==> src/rtl/axis2bram_pingpong_pkg.sv <==
// Shared types for the ping-pong stream-to-BRAM writer.
// Bank and FSM state encodings plus BRAM port constants.
package axis2bram_pkg;

  localparam int         RAM_W  = 32;
  localparam logic [3:0] WE_ALL = 4'hF;

  typedef enum logic [1:0] {
    FREE,
    FILLING,
    FULL
  } bank_st_t;

  typedef enum logic {
    FILL,
    STALL
  } fsm_st_t;

endpackage

==> src/rtl/axis2bram_pingpong_if.sv <==
// AXI-Stream sample channel into the ping-pong writer.
// master drives the beat, slave returns tready.
interface axis2bram_pingpong_if #(
  parameter int DATA_W = 16
) ();

  logic              tvalid;
  logic              tready;
  logic [DATA_W-1:0] tdata;
  logic              tlast;

  modport master (
    output tvalid,
    output tdata,
    output tlast,
    input  tready
  );

  modport slave (
    input  tvalid,
    input  tdata,
    input  tlast,
    output tready
  );

endinterface

==> src/rtl/axis2bram_pingpong_bank_tracker.sv <==
// Tracks FREE/FILLING/FULL per bank and the order in which
// full banks await release by the PS.
module axis2bram_bank_tracker
  import axis2bram_pkg::*;
(
  input  logic clk_240M,
  input  logic rst,
  input  logic act,
  input  logic start,
  input  logic close,
  input  logic ack,
  output logic other_free,
  output logic both_full,
  output logic oldest,
  output logic ack_err
);

  bank_st_t   bank [2];
  logic [1:0] cnt;
  logic       head;
  logic       pop;

  assign pop        = ack && (cnt != 2'd0);
  assign oldest     = head;
  assign both_full  = (bank[0] == FULL) && (bank[1] == FULL);
  // an ack landing this cycle counts as freeing the other bank
  assign other_free = (bank[~act] == FREE) ||
                      (pop && (head == ~act));

  always_ff @(posedge clk_240M) begin
    if (rst) begin
      bank[0] <= FREE;
      bank[1] <= FREE;
      cnt     <= 2'd0;
      head    <= 1'b0;
      ack_err <= 1'b0;
    end else begin
      if (close)
        bank[act] <= FULL;
      else if (start)
        bank[act] <= FILLING;
      if (pop)
        bank[head] <= FREE;
      cnt <= cnt + 2'(close) - 2'(pop);
      // banks close alternately, so the queue is just head + count
      if (pop)
        head <= ~head;
      else if (close && (cnt == 2'd0))
        head <= act;
      if (ack && !pop)
        ack_err <= 1'b1;
    end
  end

endmodule

==> src/rtl/axis2bram_pingpong.sv <==
// AXI-Stream to dual-bank BRAM writer with per-bank irq to the PS
// and tready backpressure while both banks await release.
module axis2bram_pingpong
  import axis2bram_pkg::*;
#(
  parameter int          DATA_W    = 16,
  parameter int          DEPTH     = 8,
  parameter int          SIGNED    = 0,
  parameter int          ADDR_STEP = 4,
  parameter logic [31:0] BASE_ADDR = 32'h0
) (
  input  logic                         clk_240M,
  input  logic                         rst,
  axis2bram_pingpong_if.slave          s_axis,
  input  logic                         buf_ack,
  output logic                         ram_clk,
  output logic                         ram_rst,
  output logic                         ram_en,
  output logic [3:0]                   ram_we,
  output logic [31:0]                  ram_addr,
  output logic [31:0]                  ram_wr_data,
  input  logic [31:0]                  ram_rd_data,
  output logic                         ram_rd_irq,
  output logic                         done_bank,
  output logic [$clog2(DEPTH+1)-1:0]   done_len,
  output logic                         ack_err
);

  localparam int LW = $clog2(DEPTH + 1);

  fsm_st_t          state;
  logic             act;
  logic [LW-1:0]    idx;
  logic             accept;
  logic             close;
  logic             other_free;
  logic             both_full;
  logic             oldest;
  logic             cl_vld;
  logic             cl_bank;
  logic [LW-1:0]    cl_len;
  logic [RAM_W-1:0] ext;
  logic [RAM_W-1:0] addr_nx;
  logic             unused_rd;

  assign ram_clk   = clk_240M;
  assign ram_rst   = rst;
  assign unused_rd = ^ram_rd_data;

  assign accept = s_axis.tvalid && s_axis.tready;
  assign close  = accept &&
                  ((idx == LW'(DEPTH - 1)) || s_axis.tlast);

  assign ext = (SIGNED != 0) ? RAM_W'($signed(s_axis.tdata))
                             : RAM_W'(s_axis.tdata);

  assign addr_nx = BASE_ADDR +
                   (32'(act) * 32'(DEPTH) + 32'(idx)) *
                   32'(ADDR_STEP);

  axis2bram_bank_tracker u_trk (
    .clk_240M   (clk_240M),
    .rst        (rst),
    .act        (act),
    .start      (accept),
    .close      (close),
    .ack        (buf_ack),
    .other_free (other_free),
    .both_full  (both_full),
    .oldest     (oldest),
    .ack_err    (ack_err)
  );

  always_ff @(posedge clk_240M) begin
    if (rst) begin
      state         <= FILL;
      s_axis.tready <= 1'b0;
      act           <= 1'b0;
      idx           <= '0;
      ram_en        <= 1'b0;
      ram_we        <= '0;
      ram_addr      <= '0;
      ram_wr_data   <= '0;
      cl_vld        <= 1'b0;
      cl_bank       <= 1'b0;
      cl_len        <= '0;
      ram_rd_irq    <= 1'b0;
      done_bank     <= 1'b0;
      done_len      <= '0;
    end else begin
      ram_en <= accept;
      ram_we <= accept ? WE_ALL : 4'h0;
      if (accept) begin
        ram_addr    <= addr_nx;
        ram_wr_data <= ext;
      end

      if (close) begin
        act <= ~act;
        idx <= '0;
      end else if (accept) begin
        idx <= idx + LW'(1);
      end

      // irq trails the last write by one cycle
      cl_vld <= close;
      if (close) begin
        cl_bank <= act;
        cl_len  <= idx + LW'(1);
      end
      ram_rd_irq <= cl_vld;
      if (cl_vld) begin
        done_bank <= cl_bank;
        done_len  <= cl_len;
      end

      unique case (state)
        FILL: begin
          if (close && !other_free) begin
            state         <= STALL;
            s_axis.tready <= 1'b0;
          end else begin
            s_axis.tready <= 1'b1;
          end
        end
        STALL: begin
          if (buf_ack && both_full && (oldest == act)) begin
            state         <= FILL;
            s_axis.tready <= 1'b1;
          end
        end
      endcase
    end
  end

endmodule
==> src/flat_wrapper.sv <==
// flat-port wrapper written by rule: the top's interface ports become plain ports
module axis2bram_pingpong_flat import axis2bram_pkg::*;
#(
  parameter int          DATA_W    = 16,
  parameter int          DEPTH     = 8,
  parameter int          SIGNED    = 0,
  parameter int          ADDR_STEP = 4,
  parameter logic [31:0] BASE_ADDR = 32'h0
)
  (clk_240M, rst, buf_ack, ram_clk, ram_rst, ram_en, ram_we, ram_addr, ram_wr_data, ram_rd_data, ram_rd_irq, done_bank, done_len, ack_err, s_axis_tvalid, s_axis_tdata, s_axis_tlast, s_axis_tready);
  axis2bram_pingpong_if #(.DATA_W(DATA_W)) s_axis_i ();
  input  logic clk_240M;
  input  logic rst;
  input  logic buf_ack;
  output logic ram_clk;
  output logic ram_rst;
  output logic ram_en;
  output logic [3:0] ram_we;
  output logic [31:0] ram_addr;
  output logic [31:0] ram_wr_data;
  input  logic [31:0] ram_rd_data;
  output logic ram_rd_irq;
  output logic done_bank;
  output logic [$clog2(DEPTH+1)-1:0] done_len;
  output logic ack_err;
  input wire logic [$bits(s_axis_i.tvalid)-1:0] s_axis_tvalid;
  input wire logic [$bits(s_axis_i.tdata)-1:0] s_axis_tdata;
  input wire logic [$bits(s_axis_i.tlast)-1:0] s_axis_tlast;
  output wire logic [$bits(s_axis_i.tready)-1:0] s_axis_tready;
  assign s_axis_i.tvalid = s_axis_tvalid;
  assign s_axis_i.tdata = s_axis_tdata;
  assign s_axis_i.tlast = s_axis_tlast;
  assign s_axis_tready = s_axis_i.tready;
  axis2bram_pingpong #(.DATA_W(DATA_W), .DEPTH(DEPTH), .SIGNED(SIGNED), .ADDR_STEP(ADDR_STEP), .BASE_ADDR(BASE_ADDR)) u_core (.clk_240M(clk_240M), .rst(rst), .s_axis(s_axis_i), .buf_ack(buf_ack), .ram_clk(ram_clk), .ram_rst(ram_rst), .ram_en(ram_en), .ram_we(ram_we), .ram_addr(ram_addr), .ram_wr_data(ram_wr_data), .ram_rd_data(ram_rd_data), .ram_rd_irq(ram_rd_irq), .done_bank(done_bank), .done_len(done_len), .ack_err(ack_err));
endmodule
==> config.mk <==
export PLATFORM = sky130hd
export DESIGN_NAME = axis2bram_pingpong_flat
export DESIGN_NICKNAME = d
export VERILOG_FILES = /design/src/rtl/axis2bram_pingpong_pkg.sv /design/src/rtl/axis2bram_pingpong_if.sv /design/src/rtl/axis2bram_pingpong_bank_tracker.sv /design/src/rtl/axis2bram_pingpong.sv /design/src/flat_wrapper.sv
export SDC_FILE = /design/constraint.sdc
export NUM_CORES = 1
export LEC_CHECK = 0
export BUFFER_PORTS_ARGS = -buffer_cell sky130_fd_sc_hd__clkbuf_2
export CAP_MARGIN = 15
export CORE_AREA = 2 2 73 89
export DETAILED_ROUTE_END_ITERATION = 10
export DIE_AREA = 0 0 75 91
export PLACE_DENSITY = 0.72
export SLEW_MARGIN = 10
export SYNTH_ARGS = -nofsm -noshare
export SYNTH_HDL_FRONTEND = slang
export SYNTH_HIERARCHICAL = 1
export SYNTH_SLANG_ARGS = --single-unit
export TNS_END_PERCENT = 1
==> constraint.sdc <==
create_clock -name clk_240M -period 3.5 [get_ports clk_240M]
set_input_delay 0.525 -clock clk_240M [delete_from_list [all_inputs] [get_ports clk_240M]]
set_output_delay 0.525 -clock clk_240M [all_outputs]
set_load 0.01 [all_outputs]
* Word-level counts from Yosys, hierarchy flattened *
Memory sizes are Yosys's and may differ from the RTL's.
Index checks and enable logic that the tools add are counted.

operators by class
  bitwise logic cells = 4
  multiplexer cells = 28
  reduce and logical (&&, ||, !) cells = 21
  eq/ne operators = 6
  add/subtract/negate cells = 4

operators by type and width
  cell                                           number
  2-to-1 mux 1 bit                               22
  logical AND 1 bit                              10
  2-to-1 mux 2 bit                               3
  OR reduction 2 bit                             3
  adder 4 x 4 -> 5 bit                           1
  adder 4 x 1 -> 4 bit, second input constant    1
  == test 2 bit, second input constant           2
  == test 4 x 3 -> 1 bit, second input constant  1
  logical NOT 2 bit                              2
  2-to-1 mux 4 bit                               1
  one-hot mux 1 bit (2 select lines)             2
  nonzero test 2 bit                             2
  NOT 1 bit                                      3
  adder 2 x 1 -> 2 bit                           1
  == test 1 bit                                  2
  logical NOT 1 bit                              2
  logical OR 1 bit                               2
  inequality test 2 bit, second input constant   1
  subtractor 2 x 1 -> 2 bit                      1
  bitwise OR 1 bit                               1

storage, ports and cells
  RAM bits = 4
  register bits after elaboration = 74
  memories = 1
  word-level logic and storage cells = 81

memories
  name               words  width  rd ports  clocked after Yosys merged registers in  write ports  RTL line                               RTL
  u_core.u_trk.bank  2      2      3         0                                        2            axis2bram_pingpong_bank_tracker.sv:18  bank_st_t bank [2];

* Logic depth before layout (Yosys ltp) *
Gate-level depths: netlist of the first run.

  depth in word-level cells = 9
  mapped depth = 7
  mapped depth without buffers = 7

* By module *
The synthesis of the first run kept the hierarchy.

by module, submodules not included
  module                  cells an instance  area each (µm²)  instances
  axis2bram_pingpong      226                1933.1           1
  axis2bram_bank_tracker  45                 387.9            1

==> impl_results.md, run 1 <==
* Outcome: finished clean
* Critical Path Source Type: clock port
* Most area-hungry cell type in the Yosys netlist: sky130_fd_sc_hd__dfxtp_1
* Cell total after placement at 392
* Post-synth EDFFs at 0
* Total number of vias at 1788
* Number of global-route vias before repair at 1582
* Detailed Route Iter0 Violations at 52
* Crit Path Class: clock port to primary output
* Max-Slew Margin vs Limit at 0.360
* Clock tree from TritonCTS: yes
* Maximum root-to-sink buffer count at 2
* Avg Inst Size Synth at 8.56 um2
* Yosys warns at 6
* Mean number of vias per cell at 4.47
* Cell depth of the worst flop-to-flop path at 7
* Clock edge transition at the registers on the reported setup and hold paths at 0.09 ns
* Number of nets in the final layout at 373
* Predominant post-synthesis flop cell: sky130_fd_sc_hd__dfxtp_1
* RSZ-0062 raised after global routing: no
* Largest clock skew in the final design at 0.00887 ns
* Beginning of the critical path: clk_240M
* Number of levels the H-tree was split into at 2
* Synth async-reset ratio at 0
* Std-Cell Core Area at 5930 um2
* Number of hold-repair buffers added at the cts stage at 0
* Number of maximum-capacitance violations at 0
* End-of-flow core utilization at 0.428
* Largest net degree at the start of global routing at 48
* Register-to-Register Setup Slack at 1.49 ns
* Critical Path Fanout Max at 12
* Gate Count Post-Synth at 271
* Slew at the pin closest to its max-slew limit at 0.959 ns
* Reg-to-reg startpoint: u_core/idx[0]
* Weighted congestion at the end of routability-driven global placement at 0.756
* Initial antenna violation count at 0
* Detailed Place HPWL at 2.95 mm
* Area of the mapped netlist at 2320 um2
* Seq cells post-synth at 49
* Ratio of cells with drive above 1 in the final layout at 0.236
* Initial cell density of the core at 0.391
* End of the worst register-to-register path: u_core/u_trk/oldest
* Remaining antenna violation count after routing at 0
* Finished Layout Cells at 400
* Post-route DRC violation count at 0
* Number of hold-slack violations in the final timing report at 0
* Port bufs at 56
* Die X-Extent at 75 um
* Aggregate global-route resource usage at 0.124
* Standard-cell rows at 31
* Number of clock buffers inserted by TritonCTS at 5
* Largest cells by area after synthesis: sky130_fd_sc_hd__dfxtp_1 42%, sky130_fd_sc_hd__buf_4 16%, sky130_fd_sc_hd__nand2_1 7.8%, sky130_fd_sc_hd__a21oi_1 5.6%, sky130_fd_sc_hd__mux2i_1 3.9%
* Count of buffers added by post-CTS timing repair for setup at 0
* Crit path to: ram_clk
* First-pass DRT Iterations at 4
* Leakage power summed over all cells at 1.12 nW
* Total routed wirelength at 4.25 mm
* Crit path arrival time at 2.17 ns
* Sequential-to-total area share from yosys stat at 0.423
* Sum of overflow across all layers after global routing at 0
* Top post-synthesis cells by count: 51 x sky130_fd_sc_hd__buf_4, 49 x sky130_fd_sc_hd__dfxtp_1, 48 x sky130_fd_sc_hd__nand2_1
* Pwr dens at 421 nW/um2
* Die boundary height at 91 um
* CP endpoint kind: primary output
* Worst ir drop on vdd at 0.183 mV
* Clock tree root buffer cell: sky130_fd_sc_hd__clkbuf_8
* Layout overhead on the synthesized area at 9.49%
* Final Setup Violations at 0
* Area fraction of the dominant cell type after synthesis at 0.423
* Resize count post-CTS at 0
* Clock network latency to the later pin of the worst-skew pair at 0.30 ns
* Final setup TNS at 0 ns
* Die Area at 6830 um2
* Count of distinct cell types in the synthesized netlist at 43
* Number of top-level pins at 132
* Max Slew Vio Count at 0
* Hold WC Path Type: input port to register
* Post-DR wirelength/cell at 10.6 um
* Global-route wire length before repair at 6.82 mm
* Required time worst endpoint at 2.97 ns
* Most instantiated library cell after synthesis: sky130_fd_sc_hd__buf_4
* Number of inserted diodes at 0
metrics by stage:
step | total power [mW] | worst slack, ns | hold WS (ns) | instance area (um2)
after floorplan | 0.744 | 1.11 | 0.434 | 2480
after CTS | 1.09 | 0.791 | 0.427 | 2540
final | 1.07 | 0.802 | 0.436 | 2540
after detailed placement | 0.738 | 1.12 | 0.447 | 2450
after global routing | 1.12 | 0.782 | 0.441 | 2540
after global placement | 0.736 | 1.12 | 0.442 | 2450
worst min-delay path by stage:
| stage | startpoint | to | slack [ns] | depth (start not counted) |
|---|---|---|---|---|
| final | s_axis_tdata[13] | u_core/ram_wr_data[13] | 0.44 | 3 |
| after global routing | s_axis_tdata[11] | u_core/ram_wr_data[11] | 0.44 | 3 |
| after CTS | s_axis_tdata[13] | u_core/ram_wr_data[13] | 0.43 | 3 |
| after detailed placement | u_core/ram_wr_data[7] | u_core/ram_wr_data[7] | 0.45 | 2 |
| after global placement | u_core/ram_wr_data[10] | u_core/ram_wr_data[10] | 0.44 | 2 |
| after floorplan | u_core/cl_len[1] | u_core/cl_len[1] | 0.43 | 2 |
worst max-delay path: stages:
cell                       delay, ns
sky130_fd_sc_hd__clkbuf_8       0.13
sky130_fd_sc_hd__clkbuf_8       0.16
sky130_fd_sc_hd__clkbuf_2       0.13
cells by family after synthesis:
family,synth area share
compound gates,0.140
flops,0.423
fa+ha+maj,0.0162
mux,0.0453
buf+inv,0.198
other cells,0.00162
simple gates,0.161
xor+xnor,0.0151
final cells by class:
cell class                 count  area (um2)
multi-input combinational    194        1040
timing repair buffer          56         283
sequential                    49         981
inverter                      10        40.0
clock buffer                   8        91.3
clock inverter                 1        5.00
tap                           82         103
fill                         620        3390
state kept, by name (all words and copies together), names as in the netlist:
name                  cells
u_core/ram_addr           5
u_core/s_axis.tready      1
u_core/idx                4
u_core/cl_vld             1
u_core/ram_wr_data       16
u_core/u_trk/ack_err      1
u_core/done_bank          1
u_core/act                1
u_core/u_trk/cnt          2
u_core/cl_bank            1
u_core/u_trk/bank         4
u_core/done_len           4
u_core/ram_we             1
u_core/state              1
u_core/cl_len             4
u_core/u_trk/oldest       1
u_core/ram_rd_irq         1
metal layers:
layer  vias to the layer above  part of all wire  track usage
met5                         -                 0            0
met2                        67              0.48        0.208
met3                         8             0.066       0.0277
li1                        891                 -            -
met4                         0             0.020       0.0506
met1                       822              0.43        0.149
where the power goes:
| group | total (mW) | internal (mW) | switching [mW] | leakage [nW] |
|---|---|---|---|---|
| sequential | 0.591 | 0.576 | 0.0150 | 0.399 |
| clock | 0.361 | 0.167 | 0.194 | 0.0524 |
| combinational | 0.117 | 0.0394 | 0.0773 | 0.669 |
placed cells by master (no fill, tap or decap), drive strengths merged, types with 2 or more instances in the layout:
cell type | netlist | layout
a2111oi | 2 | 2
a211oi | 2 | 2
a21oi | 26 | 26
a31oi | 2 | 2
clkbuf | 6 | 63
conb | 1 | 43
dfxtp | 49 | 49
ha | 3 | 3
inv | 10 | 10
mux2i | 9 | 9
nand2 | 49 | 49
nand3 | 3 | 3
nor2 | 16 | 16
nor2b | 5 | 5
nor3 | 5 | 5
o211ai | 2 | 2
o21ai | 7 | 7
or3 | 2 | 2
xnor2 | 3 | 3
(Power assumes the default switching activity.)
==> inputs of run 2 (changes only) <==
--- a/config.mk
+++ b/config.mk
@@ -10,7 +10,7 @@
 export CORE_AREA = 2 2 73 89
 export DETAILED_ROUTE_END_ITERATION = 10
 export DIE_AREA = 0 0 75 91
-export PLACE_DENSITY = 0.72
+export PLACE_DENSITY = 0.75
 export SLEW_MARGIN = 10
 export SYNTH_ARGS = -nofsm -noshare
 export SYNTH_HDL_FRONTEND = slang
==> constraint.sdc (replaced) <==
create_clock -name clk_240M -period 2.31 [get_ports clk_240M]
set_input_delay 0.3465 -clock clk_240M [delete_from_list [all_inputs] [get_ports clk_240M]]
set_output_delay 0.3465 -clock clk_240M [all_outputs]
set_load 0.01 [all_outputs]
==> run 2 against run 1 <==
- combinational power rose by 53%
- critical path type is now register to register
- register-to-register slack got worse by 1.1 ns
- cell count rose by 0.50%
- non-clock buffer count rose by 2
- routed wire length fell by 1.6%
- power rose by 52%
- clock power rose by 52%
- via count rose by 0.22%
- worst setup slack got worse by 0.45 ns
==> impl_results.md, run 2 (synthesized netlist as in run 1, its figures left out) <==
* Met3 track demand over resource in global routing at 0.0411 (+0.0133)
* Aggregate global-route resource usage at 0.125 (+0.00114)
* Port bufs at 56 (unchanged)
* Leakage power summed over all cells at 1.13 nW (+0.74%)
* Number of nets in the final layout at 375 (+0.54%)
* Remaining antenna violation count after routing at 0 (unchanged)
* Outcome: finished clean
* Ratio of cells with drive above 1 in the final layout at 0.244 (+0.00790)
* Total number of vias at 1792 (+0.22%)
* Clock tree from TritonCTS: yes
* Largest registers: u_core/ram_wr_data x16, u_core/ram_addr x5
* DP Worst Slack at 0.379 ns (-0.744 ns)
* Resize count post-CTS at 0 (unchanged)
* Detailed Route Iter0 Violations at 84 (+62%)
* Post-route DRC violation count at 0 (unchanged)
* Initial antenna violation count at 0 (unchanged)
* Clock network latency to the later pin of the worst-skew pair at 0.30 ns (about the same)
* Critical Path Source Type: register
* Pwr dens at 634 nW/um2 (+51%)
* Global-route wire length before repair at 6.73 mm (-1.2%)
* Maximum root-to-sink buffer count at 2 (unchanged)
* Crit Path Class: register to register
* Layout overhead on the synthesized area at 10.3%
* Number of hold-repair buffers added at the cts stage at 0 (unchanged)
* Flip-flop count of the largest register, all copies and words added at 16 (unchanged)
* Hold WC Path Type: input port to register
* Largest clock skew in the final design at 0.00536 ns (-0.00351 ns)
* Worst path setup slack after routing at 0.350 ns (-0.452 ns)
* Post-DR wirelength/cell at 10.4 um (-2.1%)
* Detailed Place HPWL at 3.00 mm (+1.5%)
* Critical Path Fanout Max at 13 (+1)
* Initial cell density of the core at 0.391 (unchanged)
* Largest register by flop count: u_core/ram_wr_data
* Final Setup Violations at 0 (unchanged)
* Met2 track utilization from global routing at 0.212 (+0.00439)
* Most common cell after layout, fill and taps aside: sky130_fd_sc_hd__clkbuf_2
* Number of inserted diodes at 0 (unchanged)
* Required time worst endpoint at 2.54 ns (-0.43 ns)
* Global routing usage on met1 at 0.141 (-0.00817)
* Tmin final at 1.96 ns
* Std-Cell Core Area at 5930 um2 (unchanged)
* Final setup TNS at 0 ns (unchanged)
* RSZ-0062 raised after global routing: no
* Number of global-route vias before repair at 1575 (-0.44%)
* First-pass DRT Iterations at 4 (unchanged)
* Clock tree root buffer cell: sky130_fd_sc_hd__clkbuf_8
* Die Area at 6830 um2 (unchanged)
* Worst ir drop on vdd at 0.272 mV (+49%)
* Fill cells at 603 (-2.7%)
* Max Slew Vio Count at 0 (unchanged)
* Mean number of vias per cell at 4.46 (-0.27%)
* Maximum achievable frequency at 0.510 GHz
* Number of levels the H-tree was split into at 2 (unchanged)
* Max-Slew Margin vs Limit at 0.544 (+0.183)
* Sum of overflow across all layers after global routing at 0 (unchanged)
* Fin Hold WS at 0.260 ns (-0.175 ns)
* Largest net degree at the start of global routing at 34 (-29%)
* Count of buffers added by post-CTS timing repair for setup at 0 (unchanged)
* Total routed wirelength at 4.18 mm (-1.6%)
* Slew at the pin closest to its max-slew limit at 0.684 ns (-0.275 ns)
* Standard-cell rows at 31 (unchanged)
* Die X-Extent at 75 um (unchanged)
* End-of-flow core utilization at 0.431 (+0.00316)
* Crit path arrival time at 2.19 ns (+0.02 ns)
* Clock edge transition at the registers on the reported setup and hold paths at 0.09 ns (about the same)
* Number of hold-slack violations in the final timing report at 0 (unchanged)
* Final period utilization at 0.848
* Finished Layout Cells at 402 (+0.50%)
* CP endpoint kind: register
* Commonest cells after routing, fill and taps aside: 56 x sky130_fd_sc_hd__clkbuf_2, 49 x sky130_fd_sc_hd__dfxtp_1, 48 x sky130_fd_sc_hd__nand2_1
* Peak-usage layer in the global routing report: met2
* Die boundary height at 91 um (unchanged)
* Weighted congestion at the end of routability-driven global placement at 0.825 (+9.2%)
* Number of top-level pins at 132 (unchanged)
* Number of clock buffers inserted by TritonCTS at 5 (unchanged)
* Number of maximum-capacitance violations at 0 (unchanged)
* Cell total after placement at 394 (+0.51%)
==> run 2: area by class of cell <==
cell class	instances	area [um2]	share of cell area
multi-input cells	194	1040	0.406
flip-flops and latches	49	981	0.383
repair buffers	58	298	0.116
well taps	82	103	0.0401
clock buffers	7	87.6	0.0342
inverters	10	40.0	0.0156
clock inverters	2	12.5	0.00489
==> run 2: path summary, 6_finish.rpt <==
kind | slack, ns | to | depth (start not counted) | from
min | 0.26 | u_core/ram_wr_data[14] | 3 | s_axis_tdata[14]
min reg2reg | 0.46 | u_core/ram_addr[4] | 2 | u_core/ram_addr[4]
max | 0.35 | u_core/u_trk/cnt[1] | 7 | u_core/idx[0]
max reg2reg | 0.35 | u_core/u_trk/cnt[1] | 7 | u_core/idx[0]
==> run 2: critical path, stage by stage, from the launching register on <==
cell	delay, ns
sky130_fd_sc_hd__dfxtp_1	0.37
sky130_fd_sc_hd__ha_1	0.28
sky130_fd_sc_hd__and3b_4	0.23
sky130_fd_sc_hd__o21ai_4	0.18
sky130_fd_sc_hd__inv_4	0.12
sky130_fd_sc_hd__ha_1	0.22
sky130_fd_sc_hd__or3_1	0.34
sky130_fd_sc_hd__a21oi_1	0.16
==> run 2: per-layer routing <==
metal	routed length, um	share of wire
met5	0	0
met4	56	0.013
met3	285	0.068
met2	2050	0.49
met1	1790	0.43
==> run 2: where the power goes <==
group / switching, mW / internal (mW) / total [mW]
Sequential: 0.0222 / 0.873 / 0.895
Combinational: 0.118 / 0.0617 / 0.179
Clock: 0.295 / 0.252 / 0.548
Total: 0.435 / 1.19 / 1.62
==> run 2: metrics by stage <==
stage	total power, mW	instance area, um2
after CTS	1.65	2560
after global placement	1.12	2460
after detailed placement	1.12	2460
after global routing	1.71	2560
after floorplan	1.13	2480
final	1.62	2560
==> inputs of run 3 (changes only) <==
--- a/config.mk
+++ b/config.mk
@@ -5,12 +5,13 @@
 export SDC_FILE = /design/constraint.sdc
 export NUM_CORES = 1
 export LEC_CHECK = 0
+export ABC_AREA = 1
 export BUFFER_PORTS_ARGS = -buffer_cell sky130_fd_sc_hd__clkbuf_2
 export CAP_MARGIN = 15
 export CORE_AREA = 2 2 73 89
 export DETAILED_ROUTE_END_ITERATION = 10
 export DIE_AREA = 0 0 75 91
-export PLACE_DENSITY = 0.75
+export PLACE_DENSITY = 0.74
 export SLEW_MARGIN = 10
 export SYNTH_ARGS = -nofsm -noshare
 export SYNTH_HDL_FRONTEND = slang
==> constraint.sdc (replaced) <==
create_clock -name clk_240M -period 1.68 [get_ports clk_240M]
set_input_delay 0.252 -clock clk_240M [delete_from_list [all_inputs] [get_ports clk_240M]]
set_output_delay 0.252 -clock clk_240M [all_outputs]
set_load 0.01 [all_outputs]
==> run 3 against run 2 <==
- routed wire length increased by 2.2%
- critical endpoint is now ram_clk
- area after synthesis fell by 1.2%
- core utilization decreased by 0.55 points
- clock skew is 0.0023 ns higher
- critical path type is now clock port to primary output
- sequential power is 40% higher
- worst setup slack worse by 0.19 ns
- sequential share of layout area grew 0.54 points
==> impl_results.md, run 3 <==
* End point of the most critical hold path: u_core/ram_wr_data[1]
* Cell total after placement at 428 (+8.6%)
* Clock edge transition at the registers on the reported setup and hold paths at 0.09 ns (about the same)
* Die boundary height at 91 um (unchanged)
* Most instantiated library cell after synthesis: sky130_fd_sc_hd__nor2_1
* Maximum achievable frequency at 0.664 GHz
* Startpoint of the lowest-slack hold path: s_axis_tdata[1]
* Most area-hungry cell type in the Yosys netlist: sky130_fd_sc_hd__dfxtp_1
* Final Setup Violations at 0 (unchanged)
* Die X-Extent at 75 um (unchanged)
* Peak-usage layer in the global routing report: met2
* Met2 track utilization from global routing at 0.205 (-0.00731)
* Largest clock skew in the final design at 0.00769 ns (+0.00232 ns)
* Standard-cell rows at 31 (unchanged)
* First-pass DRT Iterations at 4 (unchanged)
* Ratio of cells with drive above 1 in the final layout at 0.229 (-0.0143)
* Register-to-Register Setup Slack at 0.17 ns (-0.18 ns)
* Port bufs at 56 (unchanged)
* Initial antenna violation count at 0 (unchanged)
* Critical Path Fanout Max at 13 (unchanged)
* Mean number of vias per cell at 4.35 (-2.4%)
* Remaining antenna violation count after routing at 0 (unchanged)
* Gate Count Post-Synth at 301 (+11%)
* Flip-flop count of the largest register, all copies and words added at 16 (unchanged)
* Detailed Place HPWL at 3.15 mm (+5.0%)
* Reg-to-reg startpoint: u_core/idx[1]
* Number of clock buffers inserted by TritonCTS at 5 (unchanged)
* Largest registers: u_core/ram_wr_data x16, u_core/ram_addr x5
* Detailed Route Iter0 Violations at 52 (-38%)
* Finished Layout Cells at 435 (+8.2%)
* Cell depth of the worst flop-to-flop path at 9 (+2)
* Clock tree from TritonCTS: yes
* Layout overhead on the synthesized area at 10.3% (about the same)
* Clock network latency to the later pin of the worst-skew pair at 0.30 ns (about the same)
* Global routing usage on met1 at 0.150 (+0.00934)
* Number of nets in the final layout at 409 (+9.1%)
* Hold depth at 3 (unchanged)
* Most common cell after layout, fill and taps aside: sky130_fd_sc_hd__nor2_1
* Critical Path Source Type: clock port
* Count of distinct cell types in the synthesized netlist at 26 (-40%)
* Hold WC Path Type: input port to register
* Predominant post-synthesis flop cell: sky130_fd_sc_hd__dfxtp_1
* Die Area at 6830 um2 (unchanged)
* Largest register by flop count: u_core/ram_wr_data
* Leakage power summed over all cells at 1.22 nW (+8.3%)
* RSZ-0062 raised after global routing: no
* Clock tree root buffer cell: sky130_fd_sc_hd__clkbuf_8
* Number of maximum-capacitance violations at 0 (unchanged)
* Std-Cell Core Area at 5930 um2 (unchanged)
* Worst ir drop on vdd at 0.449 mV (+65%)
* Number of levels the H-tree was split into at 2 (unchanged)
* Outcome: finished clean
* CP endpoint kind: primary output
* Weighted congestion at the end of routability-driven global placement at 0.806 (-2.4%)
* Synth async-reset ratio at 0 (unchanged)
* Global-route wire length before repair at 6.76 mm (+0.42%)
* Met3 track demand over resource in global routing at 0.0400 (-0.00111)
* Post-route DRC violation count at 0 (unchanged)
* Pwr dens at 900 nW/um2 (+42%)
* Largest cells by area after synthesis: sky130_fd_sc_hd__dfxtp_1 43%, sky130_fd_sc_hd__buf_4 16%, sky130_fd_sc_hd__nor2_1 10%, sky130_fd_sc_hd__o21ai_0 6.1%, sky130_fd_sc_hd__nand2_1 4.9%
* Sequential-to-total area share from yosys stat at 0.428 (+0.00531)
* Number of top-level pins at 132 (unchanged)
* Post-DR wirelength/cell at 9.83 um (-5.6%)
* Seq cells post-synth at 49 (unchanged)
* Maximum root-to-sink buffer count at 2 (unchanged)
* Initial cell density of the core at 0.386 (-0.00485)
* Avg Inst Size Synth at 7.62 um2 (-11%)
* Crit Path Class: clock port to primary output
* Area of the mapped netlist at 2290 um2 (-1.2%)
* Crit path arrival time at 1.27 ns (-0.92 ns)
* Number of hold-slack violations in the final timing report at 0 (unchanged)
* Final setup TNS at 0 ns (unchanged)
* Required time worst endpoint at 1.43 ns (-1.11 ns)
* Number of global-route vias before repair at 1578 (+0.19%)
* Largest net degree at the start of global routing at 25 (-26%)
* Total routed wirelength at 4.27 mm (+2.2%)
* Max Slew Vio Count at 0 (unchanged)
* End of the worst register-to-register path: u_core/u_trk/cnt[1]
* Aggregate global-route resource usage at 0.124 (-0.000970)
* Commonest cells after routing, fill and taps aside: 64 x sky130_fd_sc_hd__nor2_1, 56 x sky130_fd_sc_hd__clkbuf_2, 48 x sky130_fd_sc_hd__dfxtp_1
* Count of buffers added by post-CTS timing repair for setup at 0 (unchanged)
* Post-synth EDFFs at 0 (unchanged)
* Sum of overflow across all layers after global routing at 0 (unchanged)
* Yosys warns at 6 (unchanged)
* Top post-synthesis cells by count: 64 x sky130_fd_sc_hd__nor2_1, 49 x sky130_fd_sc_hd__buf_4, 49 x sky130_fd_sc_hd__dfxtp_1
* Number of inserted diodes at 0 (unchanged)
* Area fraction of the dominant cell type after synthesis at 0.428 (+0.00531)
* Total number of vias at 1892 (+5.6%)
* Final period utilization at 0.903
* Tmin final at 1.52 ns
[run 3: changes by cell type after synthesis, moves of 9 or more]
cell / delta
sky130_fd_sc_hd__nor2_1: +49
sky130_fd_sc_hd__nand2_1: -18
sky130_fd_sc_hd__a21oi_1: -10
sky130_fd_sc_hd__o21ai_0: +23
sky130_fd_sc_hd__nand3_1: +9
sky130_fd_sc_hd__mux2i_1: -9
[run 3: layout make-up]
type | count | area (um2)
Tap cell | 82 | 103
Clock buffer | 6 | 73.8
Multi-Input combinational cell | 214 | 957
Timing Repair Buffer | 60 | 313
Inverter | 22 | 85.1
Fill cell | 638 | 3410
Clock inverter | 2 | 13.8
Sequential cell | 49 | 982
[run 3: layer usage]
layer,share of wire,vias to the layer above
met4,0.0023,0
met5,0,-
li1,-,960
met1,0.43,852
met3,0.078,2
met2,0.49,78
[run 3: worst max path at each step]
stage / endpoint / from / depth (start not counted)
after global routing: u_core/u_trk/oldest / u_core/idx[1] / 10
after floorplan: u_core/u_trk/cnt[1] / u_core/idx[0] / 9
final: ram_clk / clk_240M / 3
after global placement: u_core/u_trk/cnt[1] / u_core/idx[1] / 9
after CTS: u_core/u_trk/cnt[1] / u_core/idx[1] / 9
after detailed placement: u_core/u_trk/cnt[1] / u_core/idx[1] / 9
[run 3: repair_timing]
action | CTS | global route
resized for setup | 0 | 2
hold buffers | 0 | 0
endpoints found under the setup margin | 0 | 2
[run 3: power breakdown]
group / internal, mW / total (mW) / switching (mW)
clock: 0.304 / 0.712 / 0.408
combinational: 0.106 / 0.309 / 0.202
sequential: 1.22 / 1.25 / 0.0350
[run 3: worst max-delay path, cell delays in order]
cell and delay (ns):
sky130_fd_sc_hd__clkbuf_8 0.13, sky130_fd_sc_hd__clkbuf_8 0.16, sky130_fd_sc_hd__clkbuf_2 0.13
[run 3: logic make-up after synthesis]
logic type / count (synthesis) / share of synthesized area
AND/OR/NAND/NOR: 114 / 0.206
buffers and inverters: 80 / 0.223
flip-flops: 49 / 0.428
adder cells (fa/ha/maj): 3 / 0.0164
other: 1 / 0.00164
XOR/XNOR: 2 / 0.00764
AO/OA/AOI/OAI: 52 / 0.117
[run 3: metrics by stage]
stage / util / area, um2 / hold WS, ns / power (mW) / setup WS (ns)
after floorplan: - / 2450 / 0.321 / 1.62 / 0.288
after global placement: 0.411 / 2440 / 0.355 / 1.62 / 0.163
after detailed placement: 0.411 / 2440 / 0.355 / 1.63 / 0.114
after CTS: 0.425 / 2520 / 0.184 / 2.32 / 0.0828
after global routing: 0.426 / 2530 / 0.210 / 2.42 / 0.0115
final: 0.426 / 2530 / 0.201 / 2.27 / 0.162
